$ cat src/rtl/vga_pkg.sv
// Shared VGA definitions: pattern mode encodings and standard timing sets.
// Pure declarations; no latency and no flow control.
package vga_pkg;

  typedef enum logic [1:0] {
    MODE_BLACK    = 2'd0,
    MODE_GRADIENT = 2'd1,
    MODE_BARS     = 2'd2,
    MODE_CHECKER  = 2'd3
  } mode_e;

  // 640x480@60, 25.175 MHz pixel clock
  localparam int VGA_H_VIS  = 640;
  localparam int VGA_H_FP   = 16;
  localparam int VGA_H_SYNC = 96;
  localparam int VGA_H_BP   = 48;
  localparam int VGA_V_VIS  = 480;
  localparam int VGA_V_FP   = 10;
  localparam int VGA_V_SYNC = 2;
  localparam int VGA_V_BP   = 33;

  // 800x600@60, 40 MHz pixel clock (both syncs active-high)
  localparam int SVGA_H_VIS  = 800;
  localparam int SVGA_H_FP   = 40;
  localparam int SVGA_H_SYNC = 128;
  localparam int SVGA_H_BP   = 88;
  localparam int SVGA_V_VIS  = 600;
  localparam int SVGA_V_FP   = 1;
  localparam int SVGA_V_SYNC = 4;
  localparam int SVGA_V_BP   = 23;

  // Width of one colour bar; clamped so tiny test timings still count.
  function automatic int bar_width(input int h_vis);
    return (h_vis / 8 < 1) ? 1 : h_vis / 8;
  endfunction

endpackage

$ cat src/rtl/vga_pattern_gen.sv
// Combinational test-pattern source for one pixel position; zero latency.
// No flow control: the caller registers the result and masks it during blanking.
module vga_pattern_gen
  import vga_pkg::*;
#(
  parameter int COLOR_W    = 3,
  parameter int CHECK_LOG2 = 5,
  parameter int X_W        = 10,
  parameter int Y_W        = 10
) (
  input  mode_e              mode,
  input  logic [X_W-1:0]     h,
  input  logic [Y_W-1:0]     v,
  input  logic [2:0]         bar,
  output logic [COLOR_W-1:0] red,
  output logic [COLOR_W-1:0] green,
  output logic [COLOR_W-1:0] blue
);

  logic chk;

  always_comb begin
    red   = '0;
    green = '0;
    blue  = '0;
    // Counters are zero-extended first so slices above their width read as 0.
    chk   = 1'((32'(h) >> CHECK_LOG2) ^ (32'(v) >> CHECK_LOG2));
    case (mode)
      MODE_GRADIENT: begin
        red   = COLOR_W'(32'(v) >> 4);
        green = COLOR_W'(32'(v) >> 3);
        blue  = COLOR_W'(32'(h) >> 5);
      end
      MODE_BARS: begin
        red   = {COLOR_W{bar[2]}};
        green = {COLOR_W{bar[1]}};
        blue  = {COLOR_W{bar[0]}};
      end
      MODE_CHECKER: begin
        red   = {COLOR_W{chk}};
        green = {COLOR_W{chk}};
        blue  = {COLOR_W{chk}};
      end
      default: ;
    endcase
  end

endmodule

$ cat src/rtl/vga_timing_pattern.sv
// Parametrised VGA/DVI timing generator with selectable test pattern; outputs registered, 1 enabled cycle.
// pix_ce=0 freezes every counter and output; mode changes only land on frame boundaries.
module vga_timing_pattern
  import vga_pkg::*;
#(
  parameter int H_VIS      = VGA_H_VIS,
  parameter int H_FP       = VGA_H_FP,
  parameter int H_SYNC     = VGA_H_SYNC,
  parameter int H_BP       = VGA_H_BP,
  parameter int V_VIS      = VGA_V_VIS,
  parameter int V_FP       = VGA_V_FP,
  parameter int V_SYNC     = VGA_V_SYNC,
  parameter int V_BP       = VGA_V_BP,
  parameter bit HS_POL     = 1'b0,
  parameter bit VS_POL     = 1'b0,
  parameter int COLOR_W    = 3,
  parameter int CHECK_LOG2 = 5,
  localparam int H_TOTAL   = H_VIS + H_FP + H_SYNC + H_BP,
  localparam int V_TOTAL   = V_VIS + V_FP + V_SYNC + V_BP,
  localparam int X_W       = $clog2(H_TOTAL),
  localparam int Y_W       = $clog2(V_TOTAL)
) (
  input  logic               clk,
  input  logic               reset,
  input  logic               pix_ce,
  input  logic [1:0]         mode,
  output logic [COLOR_W-1:0] red,
  output logic [COLOR_W-1:0] green,
  output logic [COLOR_W-1:0] blue,
  output logic               hsync,
  output logic               vsync,
  output logic               blank,
  output logic               frame_start,
  output logic [X_W-1:0]     pix_x,
  output logic [Y_W-1:0]     pix_y
);

  localparam int BAR_W    = bar_width(H_VIS);
  localparam int BC_W     = (BAR_W > 1) ? $clog2(BAR_W) : 1;
  localparam int HS_START = H_VIS + H_FP;
  localparam int HS_END   = H_VIS + H_FP + H_SYNC;
  localparam int VS_START = V_VIS + V_FP;
  localparam int VS_END   = V_VIS + V_FP + V_SYNC;

  logic [X_W-1:0]     h_q, h_d;
  logic [Y_W-1:0]     v_q, v_d;
  mode_e              mode_q, mode_d;
  logic [2:0]         bar_q, bar_d;
  logic [BC_W-1:0]    bcnt_q, bcnt_d;
  logic [COLOR_W-1:0] red_q, red_d, green_q, green_d, blue_q, blue_d;
  logic               hsync_q, hsync_d, vsync_q, vsync_d;
  logic               blank_q, blank_d, frame_start_q, frame_start_d;
  logic [X_W-1:0]     pix_x_q, pix_x_d;
  logic [Y_W-1:0]     pix_y_q, pix_y_d;

  logic               h_last, v_last, hs_act, vs_act, vis;
  logic [COLOR_W-1:0] pat_red, pat_green, pat_blue;

  assign h_last = (int'(h_q) == H_TOTAL - 1);
  assign v_last = (int'(v_q) == V_TOTAL - 1);
  assign hs_act = (int'(h_q) >= HS_START) && (int'(h_q) < HS_END);
  assign vs_act = (int'(v_q) >= VS_START) && (int'(v_q) < VS_END);
  assign vis    = (int'(h_q) < H_VIS) && (int'(v_q) < V_VIS);

  vga_pattern_gen #(
    .COLOR_W    (COLOR_W),
    .CHECK_LOG2 (CHECK_LOG2),
    .X_W        (X_W),
    .Y_W        (Y_W)
  ) u_pattern (
    .mode  (mode_q),
    .h     (h_q),
    .v     (v_q),
    .bar   (bar_q),
    .red   (pat_red),
    .green (pat_green),
    .blue  (pat_blue)
  );

  always_comb begin
    h_d           = h_q;
    v_d           = v_q;
    mode_d        = mode_q;
    bar_d         = bar_q;
    bcnt_d        = bcnt_q;
    red_d         = red_q;
    green_d       = green_q;
    blue_d        = blue_q;
    hsync_d       = hsync_q;
    vsync_d       = vsync_q;
    blank_d       = blank_q;
    frame_start_d = frame_start_q;
    pix_x_d       = pix_x_q;
    pix_y_d       = pix_y_q;

    if (pix_ce) begin
      if (h_last) begin
        h_d = '0;
        if (v_last) begin
          v_d    = '0;
          mode_d = mode_e'(mode);
        end else begin
          v_d = v_q + Y_W'(1);
        end
      end else begin
        h_d = h_q + X_W'(1);
      end

      // Bar state tracks the next h value so bar_q always matches h_q.
      if (h_last) begin
        bar_d  = '0;
        bcnt_d = '0;
      end else if (int'(bcnt_q) == BAR_W - 1) begin
        bcnt_d = '0;
        if (bar_q != 3'd7) bar_d = bar_q + 3'd1;
      end else begin
        bcnt_d = bcnt_q + BC_W'(1);
      end

      red_d         = vis ? pat_red   : '0;
      green_d       = vis ? pat_green : '0;
      blue_d        = vis ? pat_blue  : '0;
      hsync_d       = hs_act ? HS_POL : ~HS_POL;
      vsync_d       = vs_act ? VS_POL : ~VS_POL;
      blank_d       = ~vis;
      frame_start_d = (h_q == '0) && (v_q == '0);
      pix_x_d       = h_q;
      pix_y_d       = v_q;
    end
  end

  always_ff @(posedge clk or posedge reset) begin
    if (reset) begin
      h_q           <= '0;
      v_q           <= '0;
      mode_q        <= MODE_BLACK;
      bar_q         <= '0;
      bcnt_q        <= '0;
      red_q         <= '0;
      green_q       <= '0;
      blue_q        <= '0;
      hsync_q       <= ~HS_POL;
      vsync_q       <= ~VS_POL;
      blank_q       <= 1'b1;
      frame_start_q <= 1'b0;
      pix_x_q       <= '0;
      pix_y_q       <= '0;
    end else begin
      h_q           <= h_d;
      v_q           <= v_d;
      mode_q        <= mode_d;
      bar_q         <= bar_d;
      bcnt_q        <= bcnt_d;
      red_q         <= red_d;
      green_q       <= green_d;
      blue_q        <= blue_d;
      hsync_q       <= hsync_d;
      vsync_q       <= vsync_d;
      blank_q       <= blank_d;
      frame_start_q <= frame_start_d;
      pix_x_q       <= pix_x_d;
      pix_y_q       <= pix_y_d;
    end
  end

  assign red         = red_q;
  assign green       = green_q;
  assign blue        = blue_q;
  assign hsync       = hsync_q;
  assign vsync       = vsync_q;
  assign blank       = blank_q;
  assign frame_start = frame_start_q;
  assign pix_x       = pix_x_q;
  assign pix_y       = pix_y_q;

endmodule
$ cat config.mk
export PLATFORM = sky130hd
export DESIGN_NAME = vga_timing_pattern
export DESIGN_NICKNAME = d
export VERILOG_FILES = /design/src/rtl/vga_pkg.sv /design/src/rtl/vga_pattern_gen.sv /design/src/rtl/vga_timing_pattern.sv
export SDC_FILE = /design/constraint.sdc
export NUM_CORES = 1
export LEC_CHECK = 0
export CAP_MARGIN = 10
export CORE_UTILIZATION = 40
export CTS_CLUSTER_DIAMETER = 150
export CTS_CLUSTER_SIZE = 14
export DETAILED_ROUTE_END_ITERATION = 6
export PLACE_DENSITY = 0.69
export SYNTH_ARGS = -nofsm -noshare
export SYNTH_HDL_FRONTEND = slang
export SYNTH_SLANG_ARGS = --single-unit
$ cat constraint.sdc
create_clock -name clk -period 4 [get_ports clk]
set_clock_uncertainty 0.15 [all_clocks]
set_input_delay 0.4 -clock clk [delete_from_list [all_inputs] [get_ports clk]]
set_output_delay 0.4 -clock clk [all_outputs]
set_load 0.02 [all_outputs]
# Yosys cells after proc, flatten, opt, wreduce, memory -nomap -nowiden
# Cells that the tools add are included.
[word_totals]
memories = 0
mem_bits_rw = 0
out_inout_bits = 33
latch_bits = 0
register_bits = 65
word_cells = 59
input_bits = 5
rom_bits = 0
[classes]
shifts = 0
n_bitwise = 2
mux = 15
n_reduce_logical = 11
n_eq_ne = 7
n_div = 0
n_addsub = 4
magnitude_cmp = 6
mul = 0
[ops]
columns = ["operator", "n"]
rows = [
  ["$pmux W3 S3", 3],
  ["$add A10 B1 Y10 const B", 2],
  ["$logic_not A10 Y1", 2],
  ["$lt A10 B10 Y1 const B", 2],
  ["$lt A10 B9 Y1 const B", 2],
  ["$mux W10", 2],
  ["$mux W3", 6],
  ["$mux W7", 2],
  ["$eq A10 B10 Y1 const B", 1],
  ["$eq A10 B9 Y1 const B", 1],
  ["$ge A10 B10 Y1 const B", 1],
  ["$ge A10 B9 Y1 const B", 1],
  ["$add A7 B1 Y7 const B", 1],
  ["$eq A7 B7 Y1 const B", 1],
  ["$reduce_and A3 Y1", 2],
  ["$eq A2 B2 Y1 const B", 2],
  ["$logic_and A1 B1 Y1", 4],
  ["$reduce_bool A2 Y1", 2],
  ["$add A3 B1 Y3 const B", 1],
  ["$ne A3 B3 Y1 const B", 1],
  ["$eq A2 B1 Y1 const B", 1],
  ["$mux W1", 2],
  ["$reduce_and A2 Y1", 1],
  ["$not A1 Y1", 1],
  ["$xor A1 B1 Y1", 1],
]

# Depth between registers and ports, before layout
[depth]
word_depth = 4
depth_mapped = 6
mapped_depth_nobuf = 6

# Modules after synthesis
# Synthesis repeated with hierarchy kept, for this count alone.
[hier_totals]
cells_unflattened = 304
area_unflattened_um2 = 3210.6
[by_module_without_submodules]
columns = ["module", "area_per_inst_um2", "cells_per_inst", "n_inst", "seq_area_each_um2"]
rows = [
  ["vga_timing_pattern", 3061.7, 279, 1, 1630.3],
  ["vga_pattern_gen", 148.9, 25, 1, 0.0],
]

# Least setup slack after synthesis
# Ideal clock, no wire load.
[synth_timing]
kind = "register to register"
from = "register bar_q[0]"
to = "register bar_q[0]"
period_less_slack_ps = 1959
stages_incl_launch_ff = 6
arrival_time_ps = 1684
setup_slack_ps = 2041
n_path_buf = 0
setup_time_ps = 125
path_cell_list = "dfrtp_1 -> ha_1 -> ha_1 -> or4_1 -> and2_1 -> mux2_2"
[synth_via]
elab_chain_cells = 4
word_cells_on_any_way = 7
cone_classes = "add/sub: 1; eq/ne: 1; mux: 3; reduce/logical: 2"
[synth_rtl]
columns = ["item", "line", "rtl"]
rows = [
  ["start: declaration", "vga_timing_pattern.sv:48", "logic [2:0] bar_q, bar_d;"],
  ["start signal: assignment", "vga_timing_pattern.sv:152", "bar_q <= bar_d;"],
  ["$add A3 B1 Y3", "vga_timing_pattern.sv:115", "if (bar_q != 3'd7) bar_d = bar_q + 3'd1;"],
  ["$mux W3", "vga_timing_pattern.sv:115", ""],
  ["$mux W3", "vga_timing_pattern.sv:113", "end else if (int'(bcnt_q) == BAR_W - 1) begin"],
  ["$mux W3", "vga_timing_pattern.sv:110", "if (h_last) begin"],
]
# Parallel ways exist; a longest one is shown, timed or not. The select of a mux whose other input is x is not followed.
# A chain may end at the register's enable or synchronous reset.

# Worst setup path after layout
[layout_timing]
from = "register v_q[5]"
to = "register mode_q[1]"
[layout_via]
elab_chain_cells = 2
[layout_rtl]
columns = ["item", "line", "rtl"]
rows = [
  ["start: declaration", "vga_timing_pattern.sv:46", "logic [Y_W-1:0] v_q, v_d;"],
  ["start signal: assignment", "vga_timing_pattern.sv:150", "v_q <= v_d;"],
  ["$eq A10 B10 Y1", "vga_timing_pattern.sv:60", "assign v_last = (int'(v_q) == V_TOTAL - 1);"],
  ["$reduce_and A3 Y1 (no line)", "n/a", ""],
  ["end signal: assignment", "vga_timing_pattern.sv:151", "mode_q <= mode_d;"],
  ["end: declaration", "vga_timing_pattern.sv:47", "mode_e mode_q, mode_d;"],
]
# No other way between the ends.

==> results.txt <==
Post-Place Setup Slack - 1.59 ns
First-pass GRT wire length - 10.2 mm
Vias per inst - 5.18
Clk slew on worst S/H paths - 0.08 ns
Row count - 31
Leak - 1.56 nW
Clk buf depth - 2
Hold Crit Class - in -> async
Max_slew headroom - 49.8%
Crit. End Element - flop
Worst setup margin - 1.85 ns
Clk root buf - clkbuf_8
DRC errors left - 0
Final period utilization - 53.8%
Crit path required time - 4.09 ns
Area Overhead vs Synth - 19.9%
Share of the yosys chip area belonging to registers - 52.8%
Die area - 8070 um^2
Syn Nets - 298
Dominant synthesized flop cell - dfrtp_1
Final setup fails - 0
Netlist cell types - 46
Initial Util - 41.9%
Synth top cells by count - dfrtp_1, inv_1, mux2_2
VDD IR-drop max - 0.313 mV
Vias - 2201
H-tree levels - 3
Vias in the first global route - 2105
GR Overflow Total - 0
Hold-fix buffers, CTS - 0
Largest net degree at the start of global routing - 55
I/O pin cnt - 38
Cts bufs inserted - 9
Core ar. - 7370 um^2
Placed instance area - 3510 um^2
Setup_tns - 0 ns
Pwr dens - 447 nW/um^2
Port Buf Inserts - 37
Critical Path Fanout Max - 10
R2R depth - 4
Status - finished, final reports clean
Final-report hold violation count - 0
Kind of critical path - reg -> reg
Final Critical Period - 2.15 ns
RSZ-0062 raised after global routing - false
Clock latency on the worst-skew pair - 0.35 ns
Max Cap Viol - 0
Synth Register Bits - 65
Ranking of synthesized cells by area - dfrtp_1, mux2_2, ha_1
Post-Syn Area - 3090 um^2
Final instance area - 3700 um^2
Post_cts resized - 0
GR Util All Layers - 16.1%
Die W - 89.8 um
Async set or reset register ratio after synthesis - 100%
Slew @ Worst Pin - 0.750 ns
CTS tree - built
Starting DRT DRC Count - 122
Placer Congestion - 0.764
Yosys top cell area share - 50.3%
Synth warn - 0
FF-to-FF Start - v_q[5]
Initial antenna violation count - 0
Post-DRT Antenna Nets - 0
WP data arrival - 2.24 ns
Post-synth EDFFs - 0
Half-perimeter wire length after placement - 4.08 mm
Startpoint types - flop
Synth Instances - 285
ANT cells - 0
Most common cell in the netlist - dfrtp_1
Ratio of cells with drive above 1 in the final layout - 15.6%
Worst flop-to-flop path endpoint - mode_q[1]
Die Y - 89.8 um
Post-synth top area cell - dfrtp_1
Mean post-synth cell area - 10.8 um^2
R2r setup slk - 1.85 ns
Nets@finish - 334
DRT Wirelength - 6.00 mm
Fmax - 464 MHz
Setup Buffers After CTS - 0
Final Max Slew Viols - 0
CTS sink cnt - 65
DR WL/cell - 14.1 um
DR pass1 iterations - 4
routing by layer:
layer	GRT usage, %	vias up	wire [um]
li1	-	1080	-
met4	5.19	0	60
met5	0	-	0
met1	21.5	1062	2860
met2	24.5	50	2820
met3	5.84	9	259
critical path, cell delays in order (launching register included):
cell and delay, ns:
dfrtp_1 0.51, nor4_1 0.42, nand3_1 0.32, or2_1 0.34, mux2_4 0.30
state kept, by name, summed over array words and instances (netlist names):
register and count:
v_q 10, red 3, hsync 1, blue 3, bar_q 3, pix_x 10, green 3, pix_y 10
h_q 10, blank 1, bcnt_q 7, frame_start 1, vsync 1, mode_q 2
how the worst max path moves through the flow:
stage / to / slack, ns / cells after the start / start
floorplan: bar_q[0] / 1.83 / 1 / reset
global placement: mode_q[0] / 1.63 / 5 / pix_ce
detailed placement: mode_q[1] / 1.59 / 5 / pix_ce
CTS: mode_q[0] / 1.86 / 5 / h_q[1]
global route: mode_q[1] / 1.76 / 6 / v_q[1]
finish: mode_q[1] / 1.85 / 4 / v_q[5]
cell families (layout without fill, tap and decap cells):
group,count (synthesis),in the layout,synth area share [%]
AOI/OAI and AO/OA,50,50,9.61
xor gates and xnor gates,15,15,4.26
adders and majority gates,8,8,3.24
buffers and inverters,38,79,5.55
DFF,65,65,52.8
muxes,24,24,8.96
and+or+nand+nor,85,85,15.6
layout by cell type, fill, tap and decap left out, types with 2 or more instances in the layout:
cell             instances
and3_1                   4
or3_1                    2
nand2_1                 14
a22o_1                   2
ha_1                     8
mux2_2                  21
a21oi_1                 14
clkinvlp_4               2
nor2_1                  18
nand3_1                 12
clkdlybuf4s50_1         36
xnor2_1                  8
dfstp_2                  3
a211oi_1                 3
xor2_1                   7
dfrtp_1                 62
or4_1                    4
nor2b_1                  3
buf_4                    3
clkinv_4                 2
nor3_1                   5
clkbuf_8                 9
nand4_1                  7
mux2_4                   2
o22ai_1                 12
o21ai_0                 13
and4_1                   3
inv_1                   21
clkinv_2                 3
nand2b_1                 2
nor4_1                   2
power by group:
group / switching [W] / internal, W
combinational: 0.000159 / 0.000160
clock: 0.000264 / 0.000223
sequential: 0.000103 / 0.000747
per-stage QoR:
stage / utilization [%] / total power, W / instances / hold WS, ns
detailed placement: 47.6 / 0.00118 / 408 / 0.338
finish: 50.2 / 0.00166 / 425 / 0.260
global placement: 47.6 / 0.00117 / 408 / 0.333
CTS: 49.9 / 0.00167 / 424 / 0.347
global route: 50.2 / 0.00175 / 425 / 0.297
floorplan: - / 0.00108 / 285 / 0.328
layout make-up:
cell class	count	area [um^2]
timing repair buffer	41	408
clock inverter	7	47.5
inverter	22	82.6
sequential	65	1630
multi-input combinational	182	1280
tap	99	124
clock buffer	9	124
fill	660	3670
No activity file was read; power rests on OpenSTA's default activity.
